### src/rtl/sample_addr_gen_if.sv
// Purpose: bundles the voice control inputs and the address/status outputs of sample_addr_gen.
// Latency: n/a (wires only).
// Backpressure: none; tick/trig/stop are single-cycle strobes and are never stalled.
//
// Signals:
//   tick    sample-rate enable strobe
//   trig    per-voice start/restart strobe
//   stop    per-voice abort strobe
//   loop    per-voice mode (1 = loop), captured at trig
//   len     per-voice last address (inclusive), voice i = len[i*AW +: AW], captured at trig
//   addr    per-voice current ROM address, same packing as len
//   active  voice i is playing
//   done    one-cycle pulse when voice i reaches its last address on a tick
//   nactive number of voices currently playing
interface sample_addr_gen_if #(
    parameter int NCH = 4,
    parameter int AW  = 18,
    parameter int CW  = 3
);
    logic                tick;
    logic [NCH-1:0]      trig;
    logic [NCH-1:0]      stop;
    logic [NCH-1:0]      loop;
    logic [NCH*AW-1:0]   len;
    logic [NCH*AW-1:0]   addr;
    logic [NCH-1:0]      active;
    logic [NCH-1:0]      done;
    logic [CW-1:0]       nactive;

    // Trigger/sequencer side drives controls and observes status.
    modport master (
        output tick, trig, stop, loop, len,
        input  addr, active, done, nactive
    );

    // Address generator side.
    modport slave (
        input  tick, trig, stop, loop, len,
        output addr, active, done, nactive
    );
endinterface

### src/rtl/sample_addr_gen.sv
// Purpose: NCH independent sample-playback address generators (one-shot or looped) for the sample ROMs.
// Latency: trig -> addr=0/active=1 one clk later; each later tick advances addr one clk later.
// Backpressure: none; every strobe is acted on in the cycle it is presented.
//
// Ports:
//   clk     system clock
//   resetn  asynchronous active-low reset
//   bus     sample_addr_gen_if.slave: tick/trig/stop/loop/len in, addr/active/done/nactive out
module sample_addr_gen #(
    parameter int NCH = 4,
    parameter int AW  = 18,
    parameter int CW  = 3
) (
    input  logic               clk,
    input  logic               resetn,
    sample_addr_gen_if.slave   bus
);

    typedef enum logic {
        IDLE = 1'b0,
        PLAY = 1'b1
    } state_t;

    state_t          state    [NCH];
    logic [AW-1:0]   addr_q   [NCH];
    logic [AW-1:0]   len_lat  [NCH];
    logic [NCH-1:0]  loop_lat;
    logic [NCH-1:0]  done_q;
    logic [NCH-1:0]  active_w;
    logic [CW-1:0]   nactive_w;

    // Per-voice state machine. Priority within a voice: trig > stop > tick > hold.
    always_ff @(posedge clk or negedge resetn) begin
        if (!resetn) begin
            for (int i = 0; i < NCH; i++) begin
                state[i]   <= IDLE;
                addr_q[i]  <= '0;
                len_lat[i] <= '0;
            end
            loop_lat <= '0;
            done_q   <= '0;
        end else begin
            for (int i = 0; i < NCH; i++) begin
                done_q[i] <= 1'b0;
                if (bus.trig[i]) begin
                    // Restart from 0; a coincident tick is deliberately ignored.
                    state[i]    <= PLAY;
                    addr_q[i]   <= '0;
                    len_lat[i]  <= bus.len[i*AW +: AW];
                    loop_lat[i] <= bus.loop[i];
                end else if (bus.stop[i]) begin
                    state[i]  <= IDLE;
                    addr_q[i] <= '0;
                end else if (bus.tick && state[i] == PLAY) begin
                    if (addr_q[i] == len_lat[i]) begin
                        // Last address reached: wrap for loop voices, park on the
                        // last address for one-shots. Never increments past len.
                        done_q[i] <= 1'b1;
                        if (loop_lat[i]) begin
                            addr_q[i] <= '0;
                        end else begin
                            state[i] <= IDLE;
                        end
                    end else begin
                        addr_q[i] <= addr_q[i] + 1'b1;
                    end
                end
            end
        end
    end

    for (genvar g = 0; g < NCH; g++) begin : g_out
        assign bus.addr[g*AW +: AW] = addr_q[g];
        assign active_w[g]          = (state[g] == PLAY);
    end

    // Population count of playing voices, straight from the state flops.
    always_comb begin
        nactive_w = '0;
        for (int i = 0; i < NCH; i++) begin
            nactive_w = nactive_w + CW'(active_w[i]);
        end
    end

    assign bus.active  = active_w;
    assign bus.done    = done_q;
    assign bus.nactive = nactive_w;

endmodule

### src/flat_wrapper.sv
// flat-port wrapper written by rule: the top's interface ports become plain ports
module sample_addr_gen_flat 
#(
    parameter int NCH = 4,
    parameter int AW  = 18,
    parameter int CW  = 3
)
  (clk, resetn, bus_tick, bus_trig, bus_stop, bus_loop, bus_len, bus_addr, bus_active, bus_done, bus_nactive);
  sample_addr_gen_if #(.NCH(NCH), .AW(AW), .CW(CW)) bus_i ();
  input  logic clk;
  input  logic resetn;
  input wire logic [$bits(bus_i.tick)-1:0] bus_tick;
  input wire logic [$bits(bus_i.trig)-1:0] bus_trig;
  input wire logic [$bits(bus_i.stop)-1:0] bus_stop;
  input wire logic [$bits(bus_i.loop)-1:0] bus_loop;
  input wire logic [$bits(bus_i.len)-1:0] bus_len;
  output wire logic [$bits(bus_i.addr)-1:0] bus_addr;
  output wire logic [$bits(bus_i.active)-1:0] bus_active;
  output wire logic [$bits(bus_i.done)-1:0] bus_done;
  output wire logic [$bits(bus_i.nactive)-1:0] bus_nactive;
  assign bus_i.tick = bus_tick;
  assign bus_i.trig = bus_trig;
  assign bus_i.stop = bus_stop;
  assign bus_i.loop = bus_loop;
  assign bus_i.len = bus_len;
  assign bus_addr = bus_i.addr;
  assign bus_active = bus_i.active;
  assign bus_done = bus_i.done;
  assign bus_nactive = bus_i.nactive;
  sample_addr_gen #(.NCH(NCH), .AW(AW), .CW(CW)) u_core (.clk(clk), .resetn(resetn), .bus(bus_i));
endmodule
### config.mk
export PLATFORM = sky130hd
export DESIGN_NAME = sample_addr_gen_flat
export DESIGN_NICKNAME = d
export VERILOG_FILES = /design/src/rtl/sample_addr_gen_if.sv /design/src/rtl/sample_addr_gen.sv /design/src/flat_wrapper.sv
export SDC_FILE = /design/constraint.sdc
export NUM_CORES = 1
export LEC_CHECK = 0
export ABC_CLOCK_PERIOD_IN_PS = 6500
export BUFFER_PORTS_ARGS = -buffer_cell sky130_fd_sc_hd__buf_2
export CORE_MARGIN = 3
export CORE_UTILIZATION = 60
export DETAILED_ROUTE_END_ITERATION = 8
export PLACE_DENSITY = 0.87
export SETUP_SLACK_MARGIN = 0.02
export SYNTH_ARGS = -nofsm -noshare
export SYNTH_HDL_FRONTEND = slang
export SYNTH_SLANG_ARGS = --single-unit
### constraint.sdc
create_clock -name clk -period 6.5 [get_ports clk]
set_input_delay 0.65 -clock clk [delete_from_list [all_inputs] [get_ports clk]]
set_output_delay 0.65 -clock clk [all_outputs]
set_load 0.1 [all_outputs]
==> impl_metrics.ini, run 1 <==
[global_route]
grt_pass1_wl_mm = 32.3
vias_in_the_first_global_route = 6446
grt_overflow_total = 0
grt_start_max_net_pins = 96
grt_use_total_pct = 27.1
grt_antenna_before_repair = 1

[die]
die_y_um = 123
boundaryPins = 170
dieArea_sq_um = 15100
die_width_um = 123
num_rows = 42
initial_utilization_pct = 61.7
core-area_sq_um = 13300

[flow_run]
drv_cap = 0

[place]
place.gp.congestion = 0.874
buffer_ports.inserted = 169
dp.final_hpwl_mm = 14.0
place_ws_ns = 3.71

[detailed_routing]
route.final.wire_length_mm = 20.2
drt_iter0_drc = 747
via_count = 6942
vias_per_cell = 6.15
route.antenna.remaining_nets = 0
detailedRoute.firstPassIterationCount = 6
drc = 0
avgRoutedWirePerCell_um = 17.9

[sta]
hold_viol_final = 0
skew_ns = 0.00733
timing.final.max_slew_violations = 0
setup_total_negative_slack_ns = 0
postLayoutSetupSlackWorst_ns = 3.57
setup_viol = 0
final_min_period_over_clock_period_pct = 45.0
achievable-frequency_ghz = 0.342
finalWorstPathRequiredPeriod_ns = 2.93
grt_setup_unrepaired = no
final_layout_worst_hold_slack_ns = 0.284
max-slew-margin-rel_pct = 20.1
worst_slew_pin_slew_ns = 1.19

[synth]
number_of_synthesized_register_bits = 156
synth.yosys.seq_area_share_pct = 47.6
synth_fp_nets = 888
synth_enable_flop_cells = 0
post_synth_num_cell_types = 60
proportion_of_register_bits_with_asynchronous_set_or_reset_after_synthesis_pct = 100
synth_top_cell_area_share_pct = 47.6
postSynth.topFlopCell = dfrtp_1
synthTopCellsByArea = dfrtp_1, mux2_2, xnor2_1, xor2_1, nand3_1
yosys_warns = 0
syn_area_per_cell_sq_um = 10.3
netlist.top_cell.by_area = dfrtp_1
post_synthesis_cell_count = 794
synth.cell_area_sq_um = 8200

[critical_path]
cp-end-kind = output port
worstSetupPathType = reg2out
reg2regPathDepth = 6
worstSetupStartpointType = flop
largest_fanout_on_the_critical_path = 6
worstPathArrival_ns = 2.28
ff2ff_setup_slack_ns = 3.77
worstPathRequired_ns = 5.85

[clock_network]
cts_max_path_buffers = 2
cts_setup_buffers = 0
ctsResizeCount = 0
tritoncts = done
insertion_delay_ns = 0.42
path_clk_slew_ns = 0.06
cts.htree.levels = 4
tritoncts.num_buffers = 17
clock_sinks = 156
cts.hold.buffers_added = 0
clk_root_buffer_cell = clkbuf_16

[cells_and_area]
most_common_cell_after_layout_fill_and_taps_aside = buf_2
layout_common_cells = buf_2, dfrtp_1, mux2_2
post_route_cells_drive_above_1_share_pct = 31.5
antenna_cell_count = 0
num-nets-final = 1034
synthToLayoutAreaGrowth_pct = 18.0

[power]
p_leak_nw = 4.40
vdd.ir_drop.worst_mv = 0.173
power.density_nw_per_um2 = 240

[worst_hold_path]
min_path_type = in2async

[outcome]
outcome = finished, final reports clean
[sequential cells by signal, indices dropped and copies added, names as in the netlist]
signal	flops
u_core.bus.addr	72
u_core.loop_lat	4
u_core.bus.active	4
u_core.len_lat	72
u_core.bus.done	4
[path summary, 6_finish.rpt]
check / startpoint / to
worst max-delay path: u_core.bus.active[1] / bus_nactive[1]
worst min-delay path: resetn / u_core.len_lat[60]
worst max register to register: u_core.bus.addr[32] / u_core.bus.addr[22]
worst min register to register: u_core.len_lat[21] / u_core.len_lat[21]
max in group asynchronous: resetn / u_core.bus.addr[47]
min in group clk: bus_loop[3] / u_core.loop_lat[3]
[critical path: stages (launching register included)]
cell	delay (ns)
dfrtp_1	0.45
ha_1	0.32
fa_1	0.36
ha_1	0.28
buf_2	0.44
[kinds of logic after synthesis]
family | count (synthesis) | share of synthesized area [%]
compound gates | 131 | 11.4
flops | 156 | 47.6
mux | 86 | 11.7
simple gates | 282 | 17.2
xor+xnor | 72 | 7.69
buf+inv | 60 | 3.17
fa+ha+maj | 7 | 1.16
[cell usage after synthesis (6+ instances only)]
cell type and n:
mux2i_1 7, clkbuf_1 20, and3_1 12, buf_1 9, xor2_1 36, a2bb2oi_1 6
nand3_1 54, nand4_1 23, or3_1 6, o31ai_1 8, and2_1 7, ha_1 6
or2_2 7, mux2_2 78, a31oi_1 14, a21oi_1 19, nor3_1 21, a22oi_1 11
nand2_1 66, a31o_2 6, nor2_1 54, dfrtp_1 156, o311ai_0 6, o21ai_0 20
inv_1 15, nor4_1 9, xnor2_1 36, buf_2 12
[power by group]
group	internal, mW	switching, mW	total, mW
Sequential	1.02	0.0432	1.07
Combinational	0.104	0.164	0.268
Clock	0.595	0.396	0.991
[per-stage QoR]
step | area (sq um) | std cells | total power [mW] | utilization, %
floorplan | 8200 | 794 | 1.26 | -
global placement | 9090 | 1097 | 1.34 | 68.4
detailed placement | 9090 | 1097 | 1.35 | 68.4
CTS | 9680 | 1129 | 2.34 | 72.8
global route | 9680 | 1129 | 2.40 | 72.8
finish | 9680 | 1129 | 2.32 | 72.8
[per-layer routing]
metal | share of wire [%] | global-route usage [%] | wire [um] | vias up
li1 | - | - | - | 3174
met1 | 41 | 36.4 | 8250 | 3371
met2 | 49 | 43.5 | 9930 | 337
met3 | 7.4 | 5.44 | 1490 | 58
met4 | 2.7 | 10.7 | 546 | 2
met5 | 0.054 | 0 | 11 | -
[layout make-up]
| cell class | instances | area (sq um) |
|---|---|---|
| clock inverters | 10 | 114 |
| multi-input cells | 578 | 4040 |
| clock buffers | 22 | 474 |
| fillers | 949 | 3620 |
| well taps | 176 | 220 |
| inverters | 15 | 56.3 |
| repair buffers | 172 | 875 |
| flip-flops and latches | 156 | 3900 |
Note: power is estimated with default switching activity, not from simulation.
==> run 2, diff against run 1 <==
--- a/config.mk
+++ b/config.mk
@@ -5,12 +5,12 @@
 export SDC_FILE = /design/constraint.sdc
 export NUM_CORES = 1
 export LEC_CHECK = 0
-export ABC_CLOCK_PERIOD_IN_PS = 6500
+export ABC_CLOCK_PERIOD_IN_PS = 3060
 export BUFFER_PORTS_ARGS = -buffer_cell sky130_fd_sc_hd__buf_2
 export CORE_MARGIN = 3
-export CORE_UTILIZATION = 60
+export CORE_UTILIZATION = 55
 export DETAILED_ROUTE_END_ITERATION = 8
-export PLACE_DENSITY = 0.87
+export PLACE_DENSITY = 0.81
 export SETUP_SLACK_MARGIN = 0.02
 export SYNTH_ARGS = -nofsm -noshare
 export SYNTH_HDL_FRONTEND = slang
==> constraint.sdc (replaced) <==
create_clock -name clk -period 3.06 [get_ports clk]
set_input_delay 0.306 -clock clk [delete_from_list [all_inputs] [get_ports clk]]
set_output_delay 0.306 -clock clk [all_outputs]
set_load 0.1 [all_outputs]
==> run 2 against run 1 <==
  * Final cell count rose by 1.5%
  * Worst setup slack got worse by 3.1 ns
  * Die area rose by 8.6%
  * Hold slack got worse by 0.18 ns
  * Sequential power rose by 110%
  * Clock power rose by 110%
  * Critical path type unchanged
  * Critical endpoint unchanged
  * Highest routed layer is now met4
==> impl_metrics.ini, run 2 (same netlist as run 1, synthesis figures left out) <==
[detailed_routing]
detailedRoute.firstPassIterationCount = 7
avgRoutedWirePerCell_um = 17.3
via_count = 6765
vias_per_cell = 5.90
route.final.wire_length_mm = 19.9
drc = 0
route.antenna.remaining_nets = 0
drt_iter0_drc = 635

[die]
die_y_um = 128
initial_utilization_pct = 57.7
dieArea_sq_um = 16400
core-area_sq_um = 14200
num_rows = 43
boundaryPins = 170
die_width_um = 128

[global_route]
grt_pass1_wl_mm = 32.7
gr-usage-met2_pct = 39.6
grt_use_total_pct = 25.0
grt_start_max_net_pins = 73
grt_util_met1_pct = 33.6
vias_in_the_first_global_route = 6429
grt.met3_usage_pct = 6.54
grt_antenna_before_repair = 0
top_usage_layer = met2
grt_overflow_total = 0

[sta]
final_min_period_over_clock_period_pct = 84.7
postLayoutSetupSlackWorst_ns = 0.469
worst_slew_pin_slew_ns = 1.10
grt_setup_unrepaired = no
finalWorstPathRequiredPeriod_ns = 2.59
setup_total_negative_slack_ns = 0
hold_viol_final = 0
final_layout_worst_hold_slack_ns = 0.106
achievable-frequency_ghz = 0.386
skew_ns = 0.00958
setup_viol = 0
timing.final.max_slew_violations = 0
max-slew-margin-rel_pct = 26.8

[place]
place_inst = 1113
buffer_ports.inserted = 169
place_ws_ns = 0.720
place.gp.congestion = 0.848
detailed_place.area_sq_um = 9190
dp.final_hpwl_mm = 14.2

[worst_hold_path]
min_path_type = in2reg

[cells_and_area]
final_cells = 1146
synthToLayoutAreaGrowth_pct = 19.1
most_common_cell_after_layout_fill_and_taps_aside = buf_2
final_design_area_no_fill_sq_um = 9770
layout_common_cells = buf_2, dfrtp_1, mux2_2
antenna_cell_count = 0
num-nets-final = 1047
post_route_cells_drive_above_1_share_pct = 32.4
final-seq-area_sq_um = 3900
final_util_pct = 68.8
area_used_by_multi_input_combinational_logic_sq_um = 4040
fillCellCount = 1060

[critical_path]
worstPathRequired_ns = 2.75
crit_top_cell = ha_1
timing.critical_path.slowest_cell_delay_ns = 0.45
critical_path.cell_chain = ha_1 > fa_1 > ha_1 > buf_2
largest_fanout_on_the_critical_path = 5
worst-path-buf-inv = 1
worstSetupPathType = reg2out
cp-end-kind = output port
worstPathArrival_ns = 2.29
worstSetupStartpointType = flop
timing.critical_path.max_delay_family = adder cells
cell_at_the_slowest_stage_of_the_critical_path = dfrtp_1

[clock_network]
insertion_delay_ns = 0.43
ctsResizeCount = 0
cts_setup_buffers = 0
clock_sinks = 156
cts.htree.levels = 4
clk_root_buffer_cell = clkbuf_16
path_clk_slew_ns = 0.06
tritoncts = done
tritoncts.num_buffers = 17
cts_max_path_buffers = 2

[power]
p_leak_nw = 4.46
total_power_mw = 4.91
vdd.ir_drop.worst_mv = 0.391
power.density_nw_per_um2 = 502

[outcome]
outcome = finished, final reports clean

[flow_run]
drv_cap = 0
[run 2: per-layer routing]
metal	up-vias	wire length, um
met5	-	0
met4	0	383
met3	28	1460
met2	274	9480
met1	3262	8550
li1	3201	-
[run 2: repair_timing]
| action | 4_1_cts | 5_1_grt |
|---|---|---|
| setup endpoints to repair | 0 | 0 |
| hold endpoints to repair | 68 | 0 |
| hold buffers | 1 | 0 |
[run 2: layout make-up]
cell class	instances	share of cell area, %
Multi-Input combinational cell	578	41.3
Sequential cell	156	40.0
Timing Repair Buffer	185	9.98
Clock buffer	18	4.39
Tap cell	180	2.31
Clock inverter	14	1.46
Inverter	15	0.576
[run 2: worst min-delay path: cells and delay by family]
family	cells	cell delay, ns
AND/OR/NAND/NOR	1	0.05
AO/OA/AOI/OAI	1	0.06
buffers and inverters	1	0.08
[run 2: path summary, 6_finish.rpt]
kind	from	end	slack, ns	cells past startpoint
max in group asynchronous	resetn	u_core.bus.addr[33]	1.72	3
setup / recovery	u_core.bus.active[0]	bus_nactive[1]	0.47	4
setup reg to reg	u_core.bus.addr[32]	u_core.bus.addr[26]	0.61	6
min in group asynchronous	resetn	u_core.bus.addr[2]	0.48	2
hold reg to reg	u_core.len_lat[59]	u_core.len_lat[59]	0.53	1
hold / removal	bus_loop[3]	u_core.loop_lat[3]	0.11	3
[run 2: report_power, final]
part | internal [mW] | switching, mW | leakage [nW]
Sequential | 2.17 | 0.0943 | 1.99
Clock | 1.20 | 0.858 | 0.277
Combinational | 0.230 | 0.350 | 2.19
==> run 3, diff against run 2 <==
--- a/config.mk
+++ b/config.mk
@@ -5,12 +5,13 @@
 export SDC_FILE = /design/constraint.sdc
 export NUM_CORES = 1
 export LEC_CHECK = 0
-export ABC_CLOCK_PERIOD_IN_PS = 3060
+export ABC_AREA = 1
+export ABC_CLOCK_PERIOD_IN_PS = 2500
 export BUFFER_PORTS_ARGS = -buffer_cell sky130_fd_sc_hd__buf_2
 export CORE_MARGIN = 3
-export CORE_UTILIZATION = 55
+export CORE_UTILIZATION = 57
 export DETAILED_ROUTE_END_ITERATION = 8
-export PLACE_DENSITY = 0.81
+export PLACE_DENSITY = 0.83
 export SETUP_SLACK_MARGIN = 0.02
 export SYNTH_ARGS = -nofsm -noshare
 export SYNTH_HDL_FRONTEND = slang
==> constraint.sdc (replaced) <==
create_clock -name clk -period 2.5 [get_ports clk]
set_input_delay 0.25 -clock clk [delete_from_list [all_inputs] [get_ports clk]]
set_output_delay 0.25 -clock clk [all_outputs]
set_load 0.1 [all_outputs]
==> run 3 against run 2 <==
  * Die area up 6.7%
  * Hold slack lost 0.093 ns
  * Sequential power rose by 20%
  * Combinational power is 39% higher
  * Count of clock-buffer cells in the layout grew 3
  * Worst setup slack worse by 0.37 ns
  * Final cell count increased by 46%
  * Routed wire length rose by 13%
  * Synthesized cell count is 62% higher
  * Clock power up 26%
  * Non-clock buffer count decreased by 4
  * Critical endpoint unchanged
  * Largest cell class unchanged
  * Highest routed layer unchanged
==> impl_metrics.ini, run 3 <==
[power]
power_report.internal_total_mw = 4.42
share_clk_of_total_power_pct = 42.3
power.share.switching_pct = 27.9
comb_power_share_pct = 13.2
p_leak_nw = 5.64
power.switching_mw = 1.71
vdd.ir_drop.worst_mv = 0.559
sequentialPowerShare_pct = 44.5
power.density_nw_per_um2 = 573

[detailed_routing]
drc = 0
route.final.wire_length_mm = 22.5
vias_per_cell = 5.13
route.antenna.remaining_nets = 0
via_count = 8600
drt_iter0_drc = 646
avgRoutedWirePerCell_um = 13.5
detailedRoute.firstPassIterationCount = 5

[sta]
finalWorstPathRequiredPeriod_ns = 2.40
grt_setup_unrepaired = no
final_min_period_over_clock_period_pct = 96.2
max-slew-margin-rel_pct = 57.8
worst_slew_pin_slew_ns = 0.633
setup_total_negative_slack_ns = 0
skew_ns = 0.00667
postLayoutSetupSlackWorst_ns = 0.0961
timing.final.max_slew_violations = 0
achievable-frequency_ghz = 0.416
final_layout_worst_hold_slack_ns = 0.0134
hold_viol_final = 0
setup_viol = 0

[synth]
netlist.top_cell.by_area = dfrtp_1
yosys_warns = 0
number_of_synthesized_register_bits = 156
synth_compound_area_share_pct = 4.74
synth.mux.area_fraction_pct = 0
synth_top_cell_area_share_pct = 42.9
post_synth_num_cell_types = 37
post_synth_xor_area_fraction_pct = 4.52
postSynth.topFlopCell = dfrtp_1
synth_fp_nets = 1383
synthMostInstantiatedCell = nand2_1
synth.cell_area_sq_um = 9100
synth_commonest_cells = nand2_1, dfrtp_1, inv_1, nand3_1, nor2_1
proportion_of_register_bits_with_asynchronous_set_or_reset_after_synthesis_pct = 100
post_synthesis_cell_count = 1289
syn_area_per_cell_sq_um = 7.06
synthTopCellsByArea = dfrtp_1, nand2_1, nand3_1, inv_1, nor2_1
synth_enable_flop_cells = 0
synth.yosys.seq_area_share_pct = 42.9
synth_simple_gate_area_share_pct = 38.1
synth_top_family_by_area = simple AND/OR/NAND/NOR gates
post_synth_fa_ha_maj_area_fraction_pct = 1.05

[clock_network]
cts_max_path_buffers = 2
tritoncts.num_buffers = 17
clock_sinks = 156
tritoncts = done
cts.htree.levels = 4
insertion_delay_ns = 0.43
path_clk_slew_ns = 0.06
clk_root_buffer_cell = clkbuf_16

[global_route]
grt_pass1_wl_mm = 38.1
gr-usage-met2_pct = 42.3
grt_overflow_total = 0
vias_in_the_first_global_route = 8060
top_usage_layer = met2
grt_util_met1_pct = 36.5
grt_antenna_before_repair = 0
grt.met3_usage_pct = 5.23
grt_start_max_net_pins = 57
grt_use_total_pct = 26.4

[critical_path]
r2r-start = u_core.bus.addr[54]
cp-end-kind = output port
worstSetupPathDepth = 4
worstSetupPathType = reg2out
worst-path-buf-inv = 1
timing.critical_path.max_delay_family = adder cells
timing.critical_path.slowest_cell_delay_ns = 0.42
critical_path.cell_chain = ha_1 > fa_1 > ha_1 > buf_4
worstSetupStartpointType = flop
reg2regPathDepth = 10
crit_path_end = bus_nactive[1]
worstPathRequired_ns = 2.25
timing.critical_path.from = u_core.bus.active[0]
largest_fanout_on_the_critical_path = 4
crit_top_cell = ha_1
ff2ff_setup_slack_ns = 0.52
cell_at_the_slowest_stage_of_the_critical_path = dfrtp_2
worstPathArrival_ns = 2.15
worst_r2r_endpoint = u_core.bus.addr[68]

[worst_hold_path]
min_path_type = in2reg
worst_hold_startpoint = bus_len[32]

[cells_and_area]
fillCellCount = 1332
layout_common_cells = nand2_1, buf_2, dfrtp_1
most_common_cell_after_layout_fill_and_taps_aside = nand2_1
final_design_area_no_fill_sq_um = 10700
num-nets-final = 1546
post_route_cells_drive_above_1_share_pct = 20.1
final_util_pct = 69.4
antenna_cell_count = 0
synthToLayoutAreaGrowth_pct = 17.6

[place]
buffer_ports.inserted = 169
place_ws_ns = 0.407
dp.final_hpwl_mm = 16.1
place.gp.congestion = 0.896
detailed_place.area_sq_um = 10100

[die]
die_y_um = 132
core-area_sq_um = 15400
initial_utilization_pct = 59.0
die_width_um = 132
boundaryPins = 170
num_rows = 45
dieArea_sq_um = 17500

[flow_run]
drv_cap = 0

[outcome]
outcome = finished, final reports clean
run 3: changes by cell type after synthesis, moves of 25 or more:
cell,change
inv_2,+33
inv_1,+107
nand2_1,+414
o21ai_0,+54
xnor2_1,-25
nor2_1,+64
mux2_2,-78
nand3_1,+66
run 3: layout make-up:
cell class / count / area (sq um) / area share, %
Clock inverter: 10 / 115 / 1.08
Tap cell: 211 / 264 / 2.47
Multi-Input combinational cell: 940 / 4400 / 41.1
Sequential cell: 156 / 3910 / 36.5
Inverter: 156 / 586 / 5.47
Clock buffer: 21 / 470 / 4.40
Timing Repair Buffer: 181 / 960 / 8.97
run 3: stage by stage:
stage | cells | total power [mW]
floorplan | 1289 | 3.32
global placement | 1643 | 3.56
detailed placement | 1643 | 3.58
CTS | 1675 | 6.17
global route | 1675 | 6.37
finish | 1675 | 6.13
run 3: timing repair:
item / CTS / global route
endpoints found under the setup margin: 1 / 0
resized for setup: 1 / 0
hold endpoints to repair: 52 / 0
setup buffers: 0 / 0
hold buffers: 1 / 0
run 3: cell families (layout without fill, tap and decap cells):
family | count (synthesis) | in the layout
buf+inv | 193 | 368
flops | 156 | 156
simple gates | 801 | 801
compound gates | 85 | 85
fa+ha+maj | 7 | 7
xor+xnor | 47 | 47
run 3: power groups by stage:
stage | Clock (mW) | Combinational [mW] | Sequential [mW]
after floorplan | 0 | 0.481 | 2.84
after global placement | 0 | 0.792 | 2.77
after detailed placement | 0 | 0.811 | 2.77
after CTS | 2.62 | 0.818 | 2.73
after global routing | 2.71 | 0.910 | 2.75
final | 2.59 | 0.809 | 2.73
run 3: worst min-delay path by stage:
| stage | end | depth (start not counted) |
|---|---|---|
| 3_5_place_dp | u_core.len_lat[59] | 1 |
| 5_1_grt | u_core.len_lat[44] | 3 |
| 6_report | u_core.len_lat[50] | 3 |
| 2_1_floorplan | u_core.bus.active[0] | 0 |
| 3_3_place_gp | u_core.bus.addr[6] | 1 |
| 4_1_cts | u_core.len_lat[50] | 3 |
run 3: worst register-to-register path: cells and delay by family, from the launching register on:
kind,cells,cell delay [ns]
and+or+nand+nor,9,1.19
DFF,1,0.47
adders and majority gates,1,0.22
run 3: routing by layer:
metal  vias to the layer above  wire length (um)
met3                        38              1430
met1                      3969             10100
met4                         0               408
li1                       4317                 -
met5                         -                 0
met2                       276             10600
